===== config.mk =====
export PLATFORM = sky130hd
export DESIGN_NAME = serv_bus_arbiter
export DESIGN_NICKNAME = d
export VERILOG_FILES = /design/src/rtl/serv_bus_arbiter_pkg.sv /design/src/rtl/serv_bus_watchdog.sv /design/src/rtl/serv_bus_arbiter.sv
export SDC_FILE = /design/constraint.sdc
export NUM_CORES = 1
export LEC_CHECK = 0
export CORE_AREA = 2 2 108 110
export CTS_BUF_LIST = sky130_fd_sc_hd__clkbuf_16
export DETAILED_ROUTE_END_ITERATION = 8
export DIE_AREA = 0 0 110 112
export SETUP_SLACK_MARGIN = 0.02
export SLEW_MARGIN = 20
export SYNTH_ARGS = -nofsm -noshare
export SYNTH_HDL_FRONTEND = slang
export SYNTH_SLANG_ARGS = --single-unit

===== constraint.sdc =====
create_clock -name i_clk -period 2.9 [get_ports i_clk]
set_input_delay 0.58 -clock i_clk [delete_from_list [all_inputs] [get_ports i_clk]]
set_output_delay 0.58 -clock i_clk [all_outputs]
set_load 0.05 [all_outputs]

===== src/rtl/serv_bus_arbiter_pkg.sv =====
// Shared types for the SERV instruction/data bus arbiter: grant FSM states,
// grant identifiers, the per-master Wishbone request bundle and a width helper.
package serv_bus_arbiter_pkg;

  typedef enum logic [1:0] {
    IDLE  = 2'd0,
    GNT_I = 2'd1,
    GNT_D = 2'd2,
    TURN  = 2'd3
  } state_e;

  typedef enum logic {
    GNT_IBUS = 1'b0,
    GNT_DBUS = 1'b1
  } grant_e;

  // The instruction bus only ever performs full-word reads.
  localparam logic [3:0] IBUS_SEL = 4'hf;

  typedef struct packed {
    logic [31:0] adr;
    logic [31:0] dat;
    logic [3:0]  sel;
    logic        we;
    logic        cyc;
  } wb_req_t;

  function automatic int cnt_width(input int timeout);
    return (timeout < 1) ? 1 : $clog2(timeout + 1);
  endfunction

endpackage


===== src/rtl/serv_bus_watchdog.sv =====
// Transaction watchdog: counts granted cycles without an ack and flags the
// cycle in which the limit is reached. Collapses to a constant 0 when TIMEOUT = 0.
module serv_bus_watchdog
  import serv_bus_arbiter_pkg::*;
#(
  parameter int TIMEOUT = 0
) (
  input  logic i_clk,
  input  logic i_rst_n,
  input  logic i_clr,
  input  logic i_en,
  input  logic i_ack,
  output logic o_expire
);

  generate
    if (TIMEOUT > 0) begin : g_wd
      localparam int             CNT_W = cnt_width(TIMEOUT);
      localparam logic [CNT_W-1:0] LAST  = CNT_W'(TIMEOUT - 1);

      logic [CNT_W-1:0] cnt_q;
      logic [CNT_W-1:0] cnt_d;

      // NOTE: cnt_d gets its default before any branch so no path leaves it
      // unassigned; otherwise synthesis would infer a latch.
      always_comb begin
        cnt_d = cnt_q;
        if (i_clr) begin
          cnt_d = '0;
        end else if (i_en && !i_ack && (cnt_q != LAST)) begin
          cnt_d = cnt_q + CNT_W'(1);
        end
      end

      // NOTE: state registers use non-blocking assignments so every flop
      // samples its pre-edge inputs regardless of block ordering.
      always_ff @(posedge i_clk or negedge i_rst_n) begin
        if (!i_rst_n) begin
          cnt_q <= '0;
        end else begin
          cnt_q <= cnt_d;
        end
      end

      // An ack in the final cycle completes the transfer instead of aborting it.
      assign o_expire = i_en && !i_ack && (cnt_q == LAST);
    end else begin : g_no_wd
      logic unused_wd;
      assign unused_wd = &{1'b0, i_clk, i_rst_n, i_clr, i_en, i_ack};
      assign o_expire  = 1'b0;
    end
  endgenerate

endmodule


===== src/rtl/serv_bus_arbiter.sv =====
// Shares one Wishbone slave port between the SERV instruction and data buses
// using a registered round-robin grant FSM with a mandatory turnaround cycle.
module serv_bus_arbiter
  import serv_bus_arbiter_pkg::*;
#(
  parameter int TIMEOUT = 0
) (
  input  logic        i_clk,
  input  logic        i_rst_n,
  input  logic [31:0] i_ibus_adr,
  input  logic        i_ibus_cyc,
  output logic [31:0] o_ibus_rdt,
  output logic        o_ibus_ack,
  output logic        o_ibus_err,
  input  logic [31:0] i_dbus_adr,
  input  logic [31:0] i_dbus_dat,
  input  logic [3:0]  i_dbus_sel,
  input  logic        i_dbus_we,
  input  logic        i_dbus_cyc,
  output logic [31:0] o_dbus_rdt,
  output logic        o_dbus_ack,
  output logic        o_dbus_err,
  output logic [31:0] o_wb_adr,
  output logic [31:0] o_wb_dat,
  output logic [3:0]  o_wb_sel,
  output logic        o_wb_we,
  output logic        o_wb_cyc,
  output logic        o_wb_stb,
  input  logic [31:0] i_wb_rdt,
  input  logic        i_wb_ack,
  output logic        o_busy
);

  state_e  state_q, state_d;
  grant_e  last_grant_q, last_grant_d;

  logic    in_gnt;
  logic    granted_cyc;
  logic    wd_expire;

  wb_req_t ibus_req;
  wb_req_t dbus_req;
  wb_req_t wb_req;

  assign ibus_req = '{adr: i_ibus_adr, dat: 32'h0, sel: IBUS_SEL, we: 1'b0, cyc: i_ibus_cyc};
  assign dbus_req = '{adr: i_dbus_adr, dat: i_dbus_dat, sel: i_dbus_sel, we: i_dbus_we,
                      cyc: i_dbus_cyc};

  assign in_gnt      = (state_q == GNT_I) || (state_q == GNT_D);
  assign granted_cyc = ((state_q == GNT_I) && i_ibus_cyc) || ((state_q == GNT_D) && i_dbus_cyc);

  serv_bus_watchdog #(
    .TIMEOUT (TIMEOUT)
  ) u_watchdog (
    .i_clk    (i_clk),
    .i_rst_n  (i_rst_n),
    .i_clr    (!in_gnt),
    .i_en     (in_gnt),
    .i_ack    (i_wb_ack),
    .o_expire (wd_expire)
  );

  always_comb begin
    state_d      = state_q;
    last_grant_d = last_grant_q;
    case (state_q)
      IDLE: begin
        // On a tie the master that did not win last time gets the bus.
        if (i_dbus_cyc && (!i_ibus_cyc || (last_grant_q == GNT_IBUS))) begin
          state_d      = GNT_D;
          last_grant_d = GNT_DBUS;
        end else if (i_ibus_cyc) begin
          state_d      = GNT_I;
          last_grant_d = GNT_IBUS;
        end
      end
      GNT_I, GNT_D: begin
        if (i_wb_ack || !granted_cyc || wd_expire) begin
          state_d = TURN;
        end
      end
      TURN:    state_d = IDLE;
      default: state_d = IDLE;
    endcase
  end

  always_ff @(posedge i_clk or negedge i_rst_n) begin
    if (!i_rst_n) begin
      state_q      <= IDLE;
      last_grant_q <= GNT_IBUS;
    end else begin
      state_q      <= state_d;
      last_grant_q <= last_grant_d;
    end
  end

  // Output mux is purely combinational on state_q so reset drops the bus at once.
  always_comb begin
    wb_req     = '0;
    o_ibus_ack = 1'b0;
    o_ibus_err = 1'b0;
    o_dbus_ack = 1'b0;
    o_dbus_err = 1'b0;
    case (state_q)
      GNT_I: begin
        wb_req     = ibus_req;
        o_ibus_ack = i_wb_ack;
        o_ibus_err = wd_expire && i_ibus_cyc;
      end
      GNT_D: begin
        wb_req     = dbus_req;
        o_dbus_ack = i_wb_ack;
        o_dbus_err = wd_expire && i_dbus_cyc;
      end
      default: wb_req = '0;
    endcase
  end

  assign o_wb_adr   = wb_req.adr;
  assign o_wb_dat   = wb_req.dat;
  assign o_wb_sel   = wb_req.sel;
  assign o_wb_we    = wb_req.we;
  assign o_wb_cyc   = wb_req.cyc;
  assign o_wb_stb   = wb_req.cyc;

  assign o_ibus_rdt = i_wb_rdt;
  assign o_dbus_rdt = i_wb_rdt;

  assign o_busy     = (state_q != IDLE);

endmodule


==> summary.md, run 1 <==
| Metric | Value |
|---|---|
| Status | `finished clean` |
| Worst-path clk slew | `0.03 ns` |
| Total number of nets in the final design | `approximately 460` |
| H-tree lvl count | `1` |
| Total number of vias | `~1800` |
| Power after layout | `4.56 mW` |
| Final Hold Fails | `0` |
| Number of hold buffers added after CTS | `0` |
| Placed insts | `459` |
| Simple-gate area share of the yosys netlist | `31.1%` |
| Inserted Clock Buffers | `3` |
| HPWL after detailed placement | `around 5.2 mm` |
| Power density over cell area | `~1300 mW/mm^2` |
| Share of layout cells above drive strength 1 | `26.3%` |
| Wirelength per Cell | `13.5 um` |
| Effective utilization at floorplan | `13.5%` |
| Antenna diode count | `0` |
| Antenna violations before repair | `0` |
| Clk sink count | `3` |
| Clk Tree Root Cell | `sky130_fd_sc_hd__clkbuf_16` |
| Core region area | `0.0112 sq mm` |
| Post-CTS Setup Inserts | `0` |
| Count of antenna-violating nets left after detailed routing | `0` |
| CTS Buffer Depth | `2` |
| Register area share after synthesis | `4.97%` |
| Leakage | `1.37 nW` |
| Leading post-synthesis cells by instance count | `68 x sky130_fd_sc_hd__buf_4, 38 x sky130_fd_sc_hd__nor2b_1, 35 x sky130_fd_sc_hd__and2_1, 33 x sky130_fd_sc_hd__a22oi_1, 10 x sky130_fd_sc_hd__clkbuf_1` |
| Kind of capture point of the worst setup path | `primary output` |
| Top area cells in the synthesized netlist | `sky130_fd_sc_hd__buf_4 34%, sky130_fd_sc_hd__a22oi_1 16%, sky130_fd_sc_hd__nor2b_1 16%` |
| Maximum number of pins on one net before global-route repair | `53` |
| Count of unique library cells instantiated by Yosys | `18` |
| Area of the mapped netlist | `0.00151 sq mm` |
| Setup Viol. Count Final | `0` |
| Synth-to-layout area growth | `128%` |
| Type of the worst setup path | `flop to primary output` |
| Synthesis-stage register bit count | `3` |
| Synthesized area per cell | `between 7 and 8 sq um` |
| Maximum clock frequency | `roughly 0.38 GHz` |
| Worst clock skew | `0.00249 ns` |
| Crit path required time | `2.32 ns` |
| Vias in the first global route | `1761` |
| Final critical-path share of the clock period | `90.6%` |
| Fillcell total | `1145` |
| CTS tree | `built` |
| Crit path time final | `2.63 ns` |
| Top flip-flop cell by instance count after synthesis | `sky130_fd_sc_hd__dfrtp_1` |
| Synthesized instance count | `214` |
| Compound-Gate Fraction of Synth Area | `20.0%` |
| Die footprint | `0.0123 sq mm` |
| Drt first pass iters | `4` |
| Arrival time at the worst endpoint | `2.05 ns` |
| Share of the synthesized area in the top cell type | `~34%` |
| WL final | `6.24 mm` |
| Pins Over Slew Limit | `0` |
| Worst min-delay path category | `flop to flop` |
| Share of the synthesized netlist area taken by xor and xnor gates | `0%` |
| Die width | `approximately 110 um` |
| Setup repair after global routing missed its margin | `no` |
| Worst Max-Slew Pin Slew | `0.505 ns` |
| Number of standard cells in the final layout excluding fillers | `~460` |
| Fraction of registers with async set or reset after synthesis | `100%` |
| Count of warnings emitted by yosys | `0` |
| Number of max-cap violations | `0` |
| Most frequent cell after synthesis | `sky130_fd_sc_hd__buf_4` |
| Max FO, Critical Path | `52` |
| Max transition margin | `66.2%` |
| Cell row count | `39` |
| Setup Total Neg Slack | `0 ns` |
| Count of flip-flops with a built-in enable after synthesis | `0` |
| Global route total overflow | `0` |
| Die Y | `112 um` |
| Port Buf Inserts | `179` |
| Leading area contributor after synthesis | `sky130_fd_sc_hd__buf_4` |
| Adder and majority cell fraction of the synthesized area | `3.31%` |
| Routability congestion estimate | `between 0.6 and 0.7` |
| Main combinational cell family by area after synthesis | `buffers and inverters` |
| Via density | `roughly 3.8` |
| GRT Util Overall | `9.21%` |
| PostCTS Resize Cnt | `0` |
| Initial DRC count | `between 60 and 70` |
| Wire length of the first global-routing pass | `8.99 mm` |
| Post-detailed-route DRC marker count | `0` |
| Mux share of post-synthesis cell area | `under 10%` |
| Maximum ir drop on the vdd rail | `~0.00071 V` |
| Boundary pin count | `278` |
| Worst setup SP type | `flop` |
| Latest clock arrival within the worst-skew pair | `0.22 ns` |
-- state kept, by name, summed over array words and instances, names as in the netlist --
signal / cells
state_q: 2
last_grant_q: 1
-- stage by stage --
step                      area (sq um)  utilization [%]  hold WS (ns)  worst slack (ns)
after global routing              3450             30.9         0.529             0.144
after detailed placement          3370             30.2         0.485             0.471
final                             3450             30.9         0.523             0.272
after CTS                         3450             30.9         0.527             0.228
after floorplan                   1520                -         0.284            0.0490
after global placement            3370             30.2         0.493             0.502
-- critical path, stage by stage, from the launching register on --
cell and delay (ns):
sky130_fd_sc_hd__dfrtp_1 0.38, sky130_fd_sc_hd__inv_1 0.12, sky130_fd_sc_hd__ha_2 0.49, sky130_fd_sc_hd__buf_12 0.27, sky130_fd_sc_hd__a22oi_1 0.13, sky130_fd_sc_hd__nor2b_1 0.24, sky130_fd_sc_hd__buf_12 0.17
-- final cells by class --
cell class              instances  area [sq um]  share of cell area, %
repair buffers                184          2250                   65.1
multi-input cells             126           858                   24.9
well taps                     143           179                   5.19
flip-flops and latches          3          75.1                   2.18
clock buffers                   3          75.1                   2.18
inverters                       3          11.3                  0.326
clock inverters                 1          3.75                  0.109
-- where the power goes --
part | internal, mW | switching [mW] | leakage [nW] | total [mW]
registers | 0.0659 | 0.0158 | 0.0345 | 0.0817
logic | 1.87 | 2.39 | 1.30 | 4.26
clock network | 0.178 | 0.0385 | 0.0423 | 0.216
-- routing by layer --
layer,vias to the layer above,global-route usage [%],share of wire [%]
li1,848,-,-
met1,801,9.27,32
met2,105,17.2,53
met3,24,3.04,13
met4,0,3.38,2.5
met5,-,0,0
-- layout by cell type (no fill, tap or decap) --
cell | Yosys | layout
sky130_fd_sc_hd__clkbuf_16 | 0 | 3
sky130_fd_sc_hd__a22oi_1 | 33 | 33
sky130_fd_sc_hd__ha_2 | 0 | 1
sky130_fd_sc_hd__and2_1 | 35 | 35
sky130_fd_sc_hd__nor2b_1 | 38 | 38
sky130_fd_sc_hd__o32a_2 | 1 | 1
sky130_fd_sc_hd__mux2i_1 | 1 | 1
sky130_fd_sc_hd__ha_1 | 4 | 3
sky130_fd_sc_hd__nand2b_1 | 1 | 1
sky130_fd_sc_hd__a31oi_1 | 3 | 3
sky130_fd_sc_hd__nor2_1 | 1 | 1
sky130_fd_sc_hd__a21oi_1 | 5 | 5
sky130_fd_sc_hd__dfrtp_1 | 3 | 3
sky130_fd_sc_hd__buf_4 | 68 | 30
sky130_fd_sc_hd__buf_12 | 0 | 48
sky130_fd_sc_hd__inv_1 | 3 | 4
sky130_fd_sc_hd__clkdlybuf4s50_1 | 0 | 106
sky130_fd_sc_hd__mux2_4 | 1 | 1
sky130_fd_sc_hd__conb_1 | 1 | 2
sky130_fd_sc_hd__nand2_1 | 1 | 1
-- path summary, 6_finish.rpt --
| kind | slack, ns | cells after the start | start | endpoint |
|---|---|---|---|---|
| worst max-delay path | 0.27 | 6 | state_q[0] | o_wb_adr[21] |
| worst min-delay path | 0.52 | 1 | last_grant_q | last_grant_q |
| worst max register to register | 1.03 | 5 | state_q[0] | state_q[0] |
| worst min register to register | 0.52 | 1 | last_grant_q | last_grant_q |
| max in group asynchronous | 2.21 | 1 | i_rst_n | last_grant_q |
| min in group asynchronous | 0.54 | 1 | i_rst_n | state_q[0] |
-- cell families after synthesis --
kind of cell | Yosys count
buffers and inverters | 86
AND/OR/NAND/NOR | 76
AO/OA/AOI/OAI | 42
adder cells (fa/ha/maj) | 4
flip-flops | 3
multiplexers | 2
other | 1
Note: power is estimated with default switching activity, not from simulation.
==> run 2, diff against run 1 <==
- ABC_AREA: default -> 1
- CTS_CLUSTER_DIAMETER: default -> 200
==> run 2 against run 1 <==
Total power down 0.90%; global-route usage up 1.3 points; worst hold slack worse by 0.022 ns; utilization up 2.8 points; via count up 16%; synthesized cell count up 37%; clock power about the same; clock skew down 0.00083 ns; critical path depth unchanged; cell area up 9.0%; largest cell class unchanged.
==> summary.md, run 2 <==
| Metric | Value |
|---|---|
| Crit path required time | `2.32 ns` |
| Vias in the first global route | `around 2200` |
| Delay contributed by the slowest stage of the critical path | `0.47 ns` |
| Power after layout | `4.52 mW` |
| Synthesis-stage register bit count | `3` |
| Synthesized area per cell | `5.35 sq um` |
| Count of flip-flops with a built-in enable after synthesis | `0` |
| Routability congestion estimate | `slightly below 0.7` |
| Port Buf Inserts | `about 180` |
| Antenna violations before repair | `1` |
| H-tree lvl count | `1` |
| Power density over cell area | `1200 mW/mm^2` |
| Final critical-path share of the clock period | `91.6%` |
| Count of antenna-violating nets left after detailed routing | `0` |
| Most common library cell in the layout ignoring fill and taps | `sky130_fd_sc_hd__nand2_1` |
| Clk sink count | `3` |
| Synth-to-layout area growth | `139%` |
| Boundary pin count | `278` |
| Worst min-delay path category | `flop to flop` |
| Final Worst Setup Slack | `roughly 0.24 ns` |
| Worst-path clk slew | `0.03 ns` |
| WL final | `between 6 and 7 mm` |
| Number of max-cap violations | `0` |
| Kind of capture point of the worst setup path | `primary output` |
| Cell row count | `39` |
| Wirelength per Cell | `12.8 um` |
| Post-CTS Setup Inserts | `0` |
| Setup Viol. Count Final | `0` |
| Maximum ir drop on the vdd rail | `between 0.0008 and 0.0009 V` |
| Cell breakdown of the critical path | `inv_1 -> ha_1 -> buf_4 -> nand2_1 -> a21oi_1 -> buf_12` |
| Effective utilization at floorplan | `14.1%` |
| GRT Util Overall | `a little over a tenth` |
| Count of warnings emitted by yosys | `0` |
| Status | `finished clean` |
| HPWL after detailed placement | `5.96 mm` |
| Wire length of the first global-routing pass | `roughly 10 mm` |
| Max FO, Critical Path | `19` |
| Number of flip-flops under the largest register name | `2` |
| Crit path time final | `2.66 ns` |
| Arrival time at the worst endpoint | `2.08 ns` |
| Worst Max-Slew Pin Slew | `0.679 ns` |
| Number of standard cells in the final layout excluding fillers | `544` |
| CTS Buffer Depth | `2` |
| Registers with the most flip-flops | `state_q: 2 flops, last_grant_q: 1 flops` |
| Core region area | `roughly 0.011 sq mm` |
| Die Y | `112 um` |
| Placed insts | `539` |
| Max transition margin | `roughly 55%` |
| Count of unique library cells instantiated by Yosys | `16` |
| Die footprint | `0.0123 sq mm` |
| Type of the worst setup path | `flop to primary output` |
| Leakage | `about 1.7 nW` |
| Register area share after synthesis | `4.78%` |
| Area of the mapped netlist | `0.00157 sq mm` |
| Total number of nets in the final design | `roughly 540` |
| Reg with most FFs | `state_q` |
| Maximum number of pins on one net before global-route repair | `39` |
| Die width | `around 110 um` |
| Commonest cells after routing, fill and taps aside | `115 x sky130_fd_sc_hd__nand2_1, 106 x sky130_fd_sc_hd__clkdlybuf4s50_1, 71 x sky130_fd_sc_hd__buf_12` |
| PostCTS Resize Cnt | `0` |
| Maximum clock frequency | `0.377 GHz` |
| Worst clock skew | `between 0.0015 and 0.002 ns` |
| Latest clock arrival within the worst-skew pair | `0.22 ns` |
| Pins Over Slew Limit | `0` |
| Crit-path slowest cell | `sky130_fd_sc_hd__ha_1` |
| Leading area contributor after synthesis | `sky130_fd_sc_hd__buf_4` |
| Top area cells in the synthesized netlist | `sky130_fd_sc_hd__buf_4 35%, sky130_fd_sc_hd__nand2_1 27%, sky130_fd_sc_hd__a21oi_1 12%` |
| Global route total overflow | `0` |
| Synthesized instance count | `294` |
| Clk Tree Root Cell | `sky130_fd_sc_hd__clkbuf_16` |
| Via density | `3.78` |
| Leading post-synthesis cells by instance count | `115 x sky130_fd_sc_hd__nand2_1, 73 x sky130_fd_sc_hd__buf_4, 41 x sky130_fd_sc_hd__inv_1, 37 x sky130_fd_sc_hd__a21oi_1, 7 x sky130_fd_sc_hd__buf_2` |
| Setup Total Neg Slack | `0 ns` |
| Post-detailed-route DRC marker count | `0` |
| Share of layout cells above drive strength 1 | `21.5%` |
| Inserted Clock Buffers | `3` |
| Initial DRC count | `52` |
| CTS tree | `built` |
| Setup repair after global routing missed its margin | `no` |
| Fraction of registers with async set or reset after synthesis | `100%` |
| Drt first pass iters | `4` |
| Number of hold buffers added after CTS | `0` |
| Worst setup SP type | `flop` |
| Top flip-flop cell by instance count after synthesis | `sky130_fd_sc_hd__dfrtp_1` |
| Most frequent cell after synthesis | `sky130_fd_sc_hd__nand2_1` |
| Place WS | `0.447 ns` |
| Total number of vias | `2057` |
| Share of the synthesized area in the top cell type | `34.9%` |
| Final Hold Fails | `0` |
run 2: logic make-up after synthesis:
| family | share of synthesized area [%] |
|---|---|
| buffers and inverters | 48.6 |
| and+or+nand+nor | 30.8 |
| DFF | 4.78 |
| AOI/OAI and AO/OA | 12.4 |
| other | 0.239 |
| adders and majority gates | 3.18 |
run 2: report_power, final:
group / switching [mW] / internal [mW]
sequential: 0.0147 / 0.0653
combinational: 2.47 / 1.75
clock: 0.0384 / 0.178
run 2: critical path, delay by kind of cell, from the launching register on:
family	cells	cell delay (ns)
flip-flops	1	0.39
buffers and inverters	3	0.62
AND/OR/NAND/NOR	1	0.07
AO/OA/AOI/OAI	1	0.29
adder cells (fa/ha/maj)	1	0.47
run 2: per-stage QoR:
stage / hold WS (ns) / utilization, % / cell area [sq um]
2_1_floorplan: 0.284 / - / 1580
3_3_place_gp: 0.479 / 32.9 / 3680
3_5_place_dp: 0.498 / 32.9 / 3680
4_1_cts: 0.505 / 33.6 / 3760
5_1_grt: 0.541 / 33.6 / 3760
6_report: 0.501 / 33.6 / 3760
run 2: worst paths after layout:
path,start,endpoint,slack (ns),depth (start not counted)
min,state_q[0],state_q[0],0.50,2
max reg2reg,state_q[0],state_q[0],1.32,8
min in group asynchronous,i_rst_n,state_q[1],0.55,1
max,state_q[1],o_wb_adr[28],0.24,6
min reg2reg,state_q[0],state_q[0],0.50,2
max in group asynchronous,i_rst_n,state_q[0],2.20,1
run 2: layer usage:
layer  track usage, %  share of wire (%)  up-vias
met5                0                  0        -
met3             4.86                 16       37
met1             10.2                 34      856
met4             5.23                4.7        0
met2             18.3                 46      150
li1                 -                  -     1014
run 2: layout make-up:
type / count / area [sq um]
fill: 1175 / 7410
timing repair buffer: 183 / 2530
multi-input combinational: 168 / 739
tap: 143 / 179
inverter: 42 / 158
sequential: 3 / 75.1
clock buffer: 3 / 75.1
clock inverter: 1 / 3.75
antenna: 1 / 2.50
